<file path="src/rtl/elevator_car_ctrl.sv">
// rtl/elevator_car_ctrl.sv - single-car motion controller: request accept, floor stepping, door dwell.
// One request at a time; IDLE accepts, MOVE steps one floor per FLOOR_TICKS, DOOR dwells DOOR_TICKS.
module elevator_car_ctrl #(
  parameter int FLOORS      = 8,
  parameter int FW          = 3,
  parameter int FLOOR_TICKS = 4,
  parameter int DOOR_TICKS  = 3
) (
  input  logic          clk,
  input  logic          rst_n,
  input  logic          req_valid,
  input  logic [FW-1:0] req_floor,
  output logic          req_ready,
  output logic          req_err,
  output logic [FW-1:0] now_floor,
  output logic [2:0]    dir,
  output logic          moving,
  output logic          door_open,
  input  logic          door_hold,
  output logic          arrived
);

  localparam int TMAX = (FLOOR_TICKS > DOOR_TICKS) ? FLOOR_TICKS : DOOR_TICKS;
  localparam int TW   = $clog2(TMAX + 1);

  localparam logic [2:0] DIR_UP   = 3'b100;
  localparam logic [2:0] DIR_STOP = 3'b010;
  localparam logic [2:0] DIR_DOWN = 3'b001;

  localparam logic [TW-1:0] FLOOR_RELOAD = TW'(FLOOR_TICKS - 1);
  localparam logic [TW-1:0] DOOR_RELOAD  = TW'(DOOR_TICKS - 1);
  localparam logic [FW:0]   FLOOR_LIMIT  = (FW+1)'(FLOORS);

  typedef enum logic [1:0] {IDLE, MOVE, DOOR} state_e;

  state_e        state_q, state_d;
  logic [FW-1:0] floor_q, floor_d;
  logic [FW-1:0] dest_q, dest_d;
  logic [TW-1:0] timer_q, timer_d;
  logic [2:0]    dir_q, dir_d;
  logic          moving_q, moving_d;
  logic          door_q, door_d;
  logic          arrived_q, arrived_d;
  logic          err_q, err_d;
  logic [FW-1:0] step_floor;

  always_ff @(posedge clk or negedge rst_n) begin
    if (!rst_n) begin
      state_q   <= IDLE;
      floor_q   <= '0;
      dest_q    <= '0;
      timer_q   <= '0;
      dir_q     <= DIR_STOP;
      moving_q  <= 1'b0;
      door_q    <= 1'b0;
      arrived_q <= 1'b0;
      err_q     <= 1'b0;
    end else begin
      state_q   <= state_d;
      floor_q   <= floor_d;
      dest_q    <= dest_d;
      timer_q   <= timer_d;
      dir_q     <= dir_d;
      moving_q  <= moving_d;
      door_q    <= door_d;
      arrived_q <= arrived_d;
      err_q     <= err_d;
    end
  end

  always_comb begin
    state_d    = state_q;
    floor_d    = floor_q;
    dest_d     = dest_q;
    timer_d    = timer_q;
    dir_d      = dir_q;
    moving_d   = moving_q;
    door_d     = door_q;
    arrived_d  = 1'b0;
    err_d      = 1'b0;
    step_floor = dir_q[2] ? (floor_q + FW'(1)) : (floor_q - FW'(1));

    unique case (state_q)
      IDLE: begin
        if (req_valid) begin
          if ({1'b0, req_floor} >= FLOOR_LIMIT) begin
            err_d = 1'b1;
          end else if (req_floor == floor_q) begin
            state_d   = DOOR;
            dest_d    = req_floor;
            arrived_d = 1'b1;
            door_d    = 1'b1;
            timer_d   = DOOR_RELOAD;
          end else begin
            state_d  = MOVE;
            dest_d   = req_floor;
            timer_d  = FLOOR_RELOAD;
            moving_d = 1'b1;
            dir_d    = (req_floor > floor_q) ? DIR_UP : DIR_DOWN;
          end
        end
      end
      MOVE: begin
        if (timer_q != '0) begin
          timer_d = timer_q - TW'(1);
        end else begin
          floor_d = step_floor;
          // Arrival is judged on the floor being entered this edge, not the current one.
          if (step_floor == dest_q) begin
            state_d   = DOOR;
            moving_d  = 1'b0;
            dir_d     = DIR_STOP;
            arrived_d = 1'b1;
            door_d    = 1'b1;
            timer_d   = DOOR_RELOAD;
          end else begin
            timer_d = FLOOR_RELOAD;
          end
        end
      end
      DOOR: begin
        if (door_hold) begin
          timer_d = DOOR_RELOAD;
        end else if (timer_q != '0) begin
          timer_d = timer_q - TW'(1);
        end else begin
          state_d = IDLE;
          door_d  = 1'b0;
        end
      end
      default: begin
        state_d = IDLE;
      end
    endcase
  end

  assign req_ready = (state_q == IDLE);
  assign req_err   = err_q;
  assign now_floor = floor_q;
  assign dir       = dir_q;
  assign moving    = moving_q;
  assign door_open = door_q;
  assign arrived   = arrived_q;

endmodule

</file>
<file path="config.mk">
export PLATFORM = sky130hd
export DESIGN_NAME = elevator_car_ctrl
export DESIGN_NICKNAME = d
export VERILOG_FILES = /design/src/rtl/elevator_car_ctrl.sv
export SDC_FILE = /design/constraint.sdc
export NUM_CORES = 1
export LEC_CHECK = 0
export BUFFER_PORTS_ARGS = -buffer_cell sky130_fd_sc_hd__buf_2
export CORE_ASPECT_RATIO = 1.4
export CORE_MARGIN = 2
export CORE_UTILIZATION = 45
export CTS_CLUSTER_DIAMETER = 200
export DETAILED_ROUTE_END_ITERATION = 6
export PLACE_DENSITY = 0.66
export SLEW_MARGIN = 30
export SYNTH_ARGS = -nofsm -noshare
export SYNTH_HDL_FRONTEND = slang
export SYNTH_SLANG_ARGS = --single-unit
</file>
<file path="constraint.sdc">
create_clock -name clk -period 2.8 [get_ports clk]
set_clock_uncertainty 0.15 [all_clocks]
set_input_delay 0.14 -clock clk [delete_from_list [all_inputs] [get_ports clk]]
set_output_delay 0.14 -clock clk [all_outputs]
set_load 0.05 [all_outputs]
</file>
Word level (Yosys, flattened, before mapping)
Index checks and enable logic that the tools add are counted.

word-level totals
  word-level logic and storage cells = 73
  input port bits = 7
  bits in registers = 17
  output and inout bits = 11

operators by class
  order comparisons = 1
  $add $sub $neg = 3
  equal/unequal tests = 12
  mux-type cells = 38
  reduce and logical (&&, ||, !) cells = 10
  bitwise operators = 1

operators by type and width
  kind                                                                    number
  3-bit 2-to-1 mux                                                        10
  1-bit 2-to-1 mux                                                        16
  2-bit 2-to-1 mux                                                        6
  2-bit != test (second input constant)                                   6
  5-bit AND reduction                                                     2
  3-bit one-hot mux with 3 select lines                                   1
  7-bit AND reduction                                                     1
  3-bit equality test                                                     2
  2-bit one-hot mux with 3 select lines                                   1
  3-bit one-hot mux with 2 select lines                                   1
  3-bit nonzero test                                                      2
  3-bit by 1-bit subtractor with 3-bit output (second input constant)     2
  1-bit one-hot mux with 2 select lines                                   2
  2-bit AND reduction                                                     2
  3-bit by 1-bit adder with 3-bit output (second input constant)          1
  3-bit > comparator                                                      1
  3-bit != test (second input constant)                                   1
  1-bit one-hot mux with 3 select lines                                   1
  3-bit AND reduction                                                     1
  2-bit by 1-bit equality test with 1-bit output (second input constant)  1
  2-bit equality test (second input constant)                             1
  2-bit logical NOT                                                       1
  2-bit by 1-bit != test with 1-bit output (second input constant)        1
  2-bit nonzero test                                                      1
  1-bit NOT                                                               1

Longest topological paths before layout
Gate-level depths: netlist (run 1).

  word-level depth = 6
  depth in mapped cells = 7
  gate-level depth less buffers = 7

Worst setup path before layout (run 1)
No wires, ideal clock.

  path type = register to register
  start = register floor_q[0], in the netlist now_floor[0]
  end = register door_q, in the netlist door_open
  path buffers = 0
  required time = 2.525 ns
  data arrival time = 2.260 ns
  clock period less this slack = 2.535 ns
  setup time = 0.125 ns
  setup slack = 0.265 ns
  cell stages (with the launch flop) = 8
  cells stage by stage = dfrtp_1 > inv_1 > fa_1 > xor2_1 > nand3_1 > o21ai_4 > nand3_2 > mux2_4

on the way
  cells in the longest elaborated chain, start to end = 5
  elaborated cells on any way between the ends = 8
  those cells by class = add/sub (2); eq/ne (4); mux (1); reduce/logical (1)

ends and longest elaborated chain
  element                                                                                                line  source
  from (decl)                                                                                            37    logic [FW-1:0] floor_q, floor_d;
  from (signal assigned)                                                                                 60    floor_q <= floor_d;
  3-bit by 1-bit subtractor with 3-bit output or 3-bit by 1-bit adder with 3-bit output (tied branches)  81    step_floor = dir_q[2] ? (floor_q + FW'(1)) : (floor_q - FW'(1));
  3-bit 2-to-1 mux *                                                                                     81
  net step_floor[0]                                                                                      45    logic [FW-1:0] step_floor;
  3-bit equality test *                                                                                  109   if (step_floor == dest_q) begin
  2-bit != test (no line) *                                                                              n/a
  7-bit AND reduction (no line) *                                                                        n/a
  to (signal assigned)                                                                                   65    door_q <= door_d;
  to (decl)                                                                                              42    logic door_q, door_d;

The timed path passes the listed nets; every way through them passes the cells marked *.
A chain may end at the register's enable or synchronous reset.

Worst setup path in the final report (run 1)
Ends and elaborated chain as after synthesis.

==> metrics.csv, run 1 <==
metric,value,unit
hold_end,timer_q[0]$_DFFE_PN0P_,
cts-buffers-inserted,3,
reg2reg_depth,7,
crit_fanout,6,
hold_viol,0,
layout_common_cells,"dfrtp_1, buf_2, inv_1",
antenna_found_initial,0,
fp.coreArea,2177,um^2
cts_buffer_depth,2,
synth_top_family_by_area,compound AO/OA/AOI/OAI gates,
synth.area.mux_share,3.645,%
clock_sinks,17,
crit_path_end_kind,register,
wire_per_inst,13.64,um
cp_slowest_cell,fa_1,
crit_chain,"inv_1, fa_1, xor2_1, nand3_1, o21ai_4, nand3_2, mux2_4",
fmax,0.4331,GHz
tritoncts,yes,
drc_errors,0,
grt_max_degree,18,
diodes,0,
final_max_slew_viol_count,0,
die_x,44.43,um
drtAntennaViolNets,0,
grt_pass1_vias,817,
cp.required,2.83,ns
slowest_delay,0.58,ns
place_area,1130,um^2
cp_num_buf_inv,1,
hpwlAfterDp,1617,um
htree_levels,1,
dieArea,2692,um^2
hold_depth,3,
period_minus_slack,2.309,ns
hold_class,input port to register,
dr_wl_met3,62,um
reg2reg_slack,0.49,ns
syn_inst,103,
path_clk_slew,0.10,ns
seq_area,426.7,um^2
fin_setup_tns,0,ns
routed-wl-met2,1089,um
grt_first_pass_wirelength,3484,um
ioPinCount,18,
r2r_start,now_floor[0]$_DFFE_PN0P_,
clk_latency,0.29,ns
fillers,211,
synth_warnings,0,
multi_input_area,554.3,um^2
cp_top_family,adder cells,
ys_seq_area_share,41.43,%
final_area,1196,um^2
min_from,door_hold,
top_layer_used,met4,
initial_core_util,47.30,%
synthXorXnorAreaFrac,5.954,%
dr.pass1.iters,4,
wl,2018,um
status,"finished, final reports clean",
port_buffers,16,
synth_compound_area_share,19.20,%
maxCapViolCount,0,
drt_iter0_markers,12,
cts_root_buf,clkbuf_4,
wl_met1,846,um
fin_crit_sh,82.47,%
row_count,20,
place_congestion,0.8522,
avgSynthCellArea,9.997,um^2
yosys.area_share.simple,11.79,%
syn_to_final_growth,16.16,%
syn_area,1030,um^2
grtUsageTotal,17.72,%
nets,144,
crit_arrival,2.34,ns
chipHeight,60.60,um
r2r-end,door_open$_DFFE_PN0P_,
cp-start-kind,register,
ys_seq_elements,17,
grt_overflow,0,
synth_nets,120,
vias,790,
final-setup-viol-count,0,
whs,0.05933,ns
rsz0062_at_grt,no,
synth-adder-area-share,12.88,%
viasPerCell,5.338,
cts_setup_buffers,0,
synth_cell_types,34,
path_class,register to register,
drive_gt1_share,20.63,%
## worst min-delay path: stages
cell and delay, ns:
buf_2 0.12, o311a_1 0.15, o22ai_1 0.06
## worst max path at each step
stage / startpoint / slack, ns / cells past startpoint / to
2_1_floorplan: now_floor[0]$_DFFE_PN0P_ / 0.27 / 7 / door_open$_DFFE_PN0P_
3_3_place_gp: now_floor[0]$_DFFE_PN0P_ / 0.55 / 7 / door_open$_DFFE_PN0P_
3_5_place_dp: now_floor[0]$_DFFE_PN0P_ / 0.50 / 7 / door_open$_DFFE_PN0P_
4_1_cts: now_floor[0]$_DFFE_PN0P_ / 0.49 / 7 / door_open$_DFFE_PN0P_
5_1_grt: now_floor[0]$_DFFE_PN0P_ / 0.36 / 7 / door_open$_DFFE_PN0P_
6_report: now_floor[0]$_DFFE_PN0P_ / 0.49 / 7 / door_open$_DFFE_PN0P_
## cell usage after synthesis (all sizes together)
| cell | n | area (um^2) |
|---|---|---|
| nor3 | 1 | 5.000 |
| and3 | 1 | 6.260 |
| a21o | 1 | 7.510 |
| xnor2 | 4 | 35.03 |
| nand2b | 1 | 6.260 |
| conb | 1 | 3.750 |
| and2b | 1 | 7.510 |
| xor2 | 3 | 26.28 |
| nor2b | 3 | 18.77 |
| nand2 | 6 | 22.52 |
| nand3b | 1 | 7.510 |
| o211ai | 1 | 7.510 |
| a21oi | 7 | 35.03 |
| o2bb2ai | 1 | 8.760 |
| dfstp | 1 | 26.28 |
| o21ai | 10 | 61.31 |
| a211oi | 1 | 12.51 |
| fa | 1 | 20.02 |
| nor2 | 6 | 22.52 |
| o22ai | 2 | 12.51 |
| mux2 | 3 | 37.53 |
| o21a | 2 | 15.01 |
| ha | 9 | 112.6 |
| a22o | 2 | 17.52 |
| o311a | 1 | 10.01 |
| inv | 11 | 41.29 |
| nand3 | 4 | 25.02 |
| dfrtp | 16 | 400.4 |
| buf | 1 | 7.510 |
| a41o | 1 | 10.01 |
## state kept, by name, indices dropped and copies added, names as in the netlist
signal	count
dir	3
state_q	2
now_floor	3
arrived	1
dest_q	3
moving	1
door_open	1
timer_q	3
## metrics by stage
step | util, % | std cells | setup slack [ns]
after detailed placement | 51.90 | 140 | 0.5029
after global placement | 51.90 | 140 | 0.5471
after CTS | 54.94 | 148 | 0.4938
after floorplan | - | 103 | 0.2653
final | 54.94 | 148 | 0.4909
after global routing | 54.94 | 148 | 0.3644
## cells by family after synthesis
kind of cell | after synthesis
AO/OA/AOI/OAI | 29
XOR/XNOR | 7
adder cells (fa/ha/maj) | 10
buffers and inverters | 12
flip-flops | 17
multiplexers | 3
other | 1
AND/OR/NAND/NOR | 24
## repair_timing
action	CTS	global route
resized for setup	0	0
hold buffers	4	0
endpoints found under the hold margin	20	0
## metal layers
metal	global-route usage, %	vias up
met4	9.524	0
met3	1.786	2
met1	20.68	372
met2	31.51	15
met5	0	-
li1	-	401
## cell type report
class,instances,area share (%)
clock buffer,4,2.197
sequential,17,35.67
timing repair buffer,20,10.04
tap,22,2.301
multi-input combinational,74,46.34
inverter,11,3.452
Power of run 1 is left out: the tool's default activity adds up to more than one toggle a clock period on the data nets, which glitch-free logic cannot reach.
==> inputs of run 2 (changes only) <==
- clock period: 2.8 -> 2.2 ns (I/O delays scaled with it)
==> metrics.csv, run 2 (synthesized netlist as in run 1, its figures left out) <==
metric,value,unit
cts_root_buf,clkbuf_4,
dp_cells,142,
reg2reg_slack,0.03,ns
cp.required,2.23,ns
initial_core_util,47.30,%
startpoint,now_floor[0]$_DFFE_PN0P_,
die_x,44.43,um
antenna_found_initial,0,
htree_levels,1,
hold_viol,0,
drtAntennaViolNets,0,
path_class,register to register,
grt_first_pass_wirelength,3470,um
hpwlAfterDp,1529,um
clock_sinks,17,
ioPinCount,18,
row_count,20,
r2r_start,now_floor[0]$_DFFE_PN0P_,
crit_fanout,5,
crit_arrival,2.20,ns
viasPerCell,5.397,
maxCapViolCount,0,
fp.coreArea,2177,um^2
vias,815,
grt_overflow,0,
rsz0062_at_grt,yes,
drive_gt1_share,27.91,%
chipHeight,60.60,um
grt_pass1_vias,796,
crit_path_end_kind,register,
fin_crit_sh,98.48,%
cts_buffer_depth,2,
grtUsageTotal,17.15,%
dr.pass1.iters,4,
cp-start-kind,register,
grt_max_degree,18,
period_minus_slack,2.166,ns
port_buffers,16,
nets,147,
drt_iter0_markers,18,
dieArea,2692,um^2
place_congestion,0.8598,
drc_errors,0,
final_common_cell,buf_2,
hold_class,input port to register,
tritoncts,yes,
status,"finished, final reports clean",
final_max_slew_viol_count,0,
fmax,0.4616,GHz
diodes,0,
final-setup-viol-count,0,
dp_slack,0.03745,ns
reg2reg_depth,7,
r2r-end,door_open$_DFFE_PN0P_,
layout_common_cells,"buf_2, dfrtp_1, inv_1, ha_1, a21oi_1",
fin_setup_tns,0,ns
fin_cells,151,
path_clk_slew,0.10,ns
fin_ws,0.03350,ns
endpoint,door_open$_DFFE_PN0P_,
cts-buffers-inserted,3,
clk_latency,0.29,ns
wl,1987,um
wire_per_inst,13.16,um
syn_to_final_growth,19.93,%
run 2: changes by cell type in the layout (fill, tap and decap cells not counted), sizes merged:
cell	previous run	this run
buf	16	19
run 2: final cells by class:
cell class,instances,area [um^2]
flip-flops and latches,17,430.4
fillers,202,942.2
multi-input cells,74,566.8
repair buffers,23,142.6
clock buffers,4,26.28
well taps,22,27.53
inverters,11,41.29
run 2: worst min-delay path by stage:
stage	from	end	slack (ns)	cells after the start
after floorplan	rst_n	arrived$_DFF_PN0_	-0.34	0
after global placement	rst_n	arrived$_DFF_PN0_	-0.1	1
after detailed placement	rst_n	dest_q[0]$_DFFE_PN0P_	-0.1	1
after CTS	door_hold	timer_q[0]$_DFFE_PN0P_	0.03	3
after global routing	door_hold	timer_q[0]$_DFFE_PN0P_	0.07	3
final	door_hold	timer_q[0]$_DFFE_PN0P_	0.03	3
run 2: worst max-delay path: stages, from the launching register on:
cell	delay [ns]
dfrtp_2	0.39
inv_2	0.04
fa_1	0.59
xor2_2	0.16
nand3_2	0.11
o21ai_4	0.22
nand3_2	0.10
mux2_4	0.30
run 2: timing repair:
item / 4_1_cts / 5_1_grt
hold buffers: 4 / 0
gates resized for setup: 0 / 2
setup endpoints to repair: 0 / 6
endpoints found under the hold margin: 20 / 0
setup buffers: 0 / 1
run 2: metrics by stage:
stage / hold slack [ns] / utilization [%] / area, um^2
5_1_grt: 0.07168 / 56.72 / 1235
4_1_cts: 0.02555 / 55.80 / 1215
2_1_floorplan: -0.3356 / - / 1033
6_report: 0.03361 / 56.72 / 1235
3_3_place_gp: -0.09549 / 52.76 / 1149
3_5_place_dp: -0.09613 / 52.76 / 1149
run 2: per-layer routing:
layer	part of all wire, %	GRT usage [%]
met3	4.9	1.786
met1	44	22.16
met2	50	29.62
met5	0	0
met4	1.3	6.061
Power of run 2 is left out for the same reason.
==> inputs of run 3 (changes only) <==
- RECOVER_POWER: default -> 25
==> metrics.csv, run 3 (synthesized netlist as in run 1, its figures left out) <==
metric,value,unit
layout_common_cells,"buf_2, dfrtp_1, inv_1, ha_1, a21oi_1",
crit_fanout,5,
cts-buffers-inserted,3,
clk_latency,0.29,ns
port_buffers,16,
ioPinCount,18,
fin_util,56.67,%
crit_path_end_kind,register,
crit_chain,"inv_2, fa_1, xor2_2, nand3_2, o21ai_4, nand3_2, mux2_4",
chipHeight,60.60,um
hpwlAfterDp,1529,um
hold_class,input port to register,
crit_arrival,2.20,ns
cts_root_buf,clkbuf_4,
initial_core_util,47.30,%
cts_buffer_depth,2,
tritoncts,yes,
place_congestion,0.8598,
maxCapViolCount,0,
met2_usage,29.62,%
drc_errors,0,
path_class,register to register,
hold_viol,0,
whs,0.03361,ns
dieArea,2692,um^2
cp-start-kind,register,
fp.coreArea,2177,um^2
clock_sinks,17,
final-setup-viol-count,0,
grtUsageTotal,17.15,%
diodes,0,
grt_max_degree,18,
syn_to_final_growth,19.81,%
relSlewSlack,39.80,%
viasPerCell,5.397,
rsz0062_at_grt,yes,
wl,1985,um
slowest_delay,0.59,ns
wire_per_inst,13.15,um
grt_pass1_vias,796,
dp_slack,0.03745,ns
antenna_found_initial,0,
grt_overflow,0,
drtAntennaViolNets,0,
die_x,44.43,um
drt_iter0_markers,18,
final_max_slew_viol_count,0,
row_count,20,
cp_slowest_cell,fa_1,
drive_gt1_share,27.13,%
grt_use_met3,1.786,%
cp.required,2.23,ns
path_clk_slew,0.10,ns
final_common_cell,buf_2,
status,"finished, final reports clean",
fmax,0.4616,GHz
grt_busiest_layer,met2,
gr-usage-met1,22.16,%
fin_setup_tns,0,ns
tightest_slew,0.9029,ns
vias,815,
htree_levels,1,
fin_ws,0.03350,ns
crit_top_cell,nand3_2,
period_minus_slack,2.166,ns
nets,147,
grt_first_pass_wirelength,3470,um
dr.pass1.iters,4,
fin_crit_sh,98.48,%
==> run 3: timing repair <==
item / in CTS / in global routing
setup endpoints to repair: 0 / 6
hold endpoints to repair: 20 / 0
buffers inserted: 0 / 1
resized for setup: 0 / 2
hold buffers: 4 / 0
==> run 3: routing by layer <==
metal | vias to the layer above | wire length (um) | share of wire (%)
li1 | 406 | - | -
met1 | 384 | 867 | 44
met2 | 21 | 994 | 50
met3 | 4 | 97 | 4.9
met4 | 0 | 25 | 1.3
met5 | - | 0 | 0
==> run 3: final timing paths <==
check                                          to  cells after the start  slack, ns                      from
setup reg to reg            door_open$_DFFE_PN0P_                      7       0.03  now_floor[0]$_DFFE_PN0P_
setup / recovery            door_open$_DFFE_PN0P_                      7       0.03  now_floor[0]$_DFFE_PN0P_
hold reg to reg                moving$_DFFE_PN0P_                      1       0.35        moving$_DFFE_PN0P_
min in group asynchronous   dest_q[0]$_DFFE_PN0P_                      2       0.30                     rst_n
max in group asynchronous      dir[2]$_DFFE_PN0P_                      2       0.99                     rst_n
hold / removal             timer_q[0]$_DFFE_PN0P_                      3       0.03                 door_hold
==> run 3: worst max-delay path: cells and delay by family (launching register included) <==
family,cells,cell delay (ns)
mux,1,0.30
simple gates,2,0.21
xor+xnor,1,0.16
flops,1,0.39
fa+ha+maj,1,0.59
buf+inv,1,0.04
compound gates,1,0.22
==> run 3: final cells by class <==
class | instances | area [um^2]
Clock buffer | 4 | 26.28
Fill cell | 203 | 943.4
Inverter | 11 | 41.29
Multi-Input combinational cell | 74 | 566.8
Sequential cell | 17 | 430.4
Tap cell | 22 | 27.53
Timing Repair Buffer | 23 | 141.4
==> run 3: per-stage QoR <==
step                area, um^2  std cells
floorplan                 1033        103
global placement          1149        142
detailed placement        1149        142
CTS                       1215        150
global route              1234        151
finish                    1234        151
Power of run 3 is left out for the same reason.
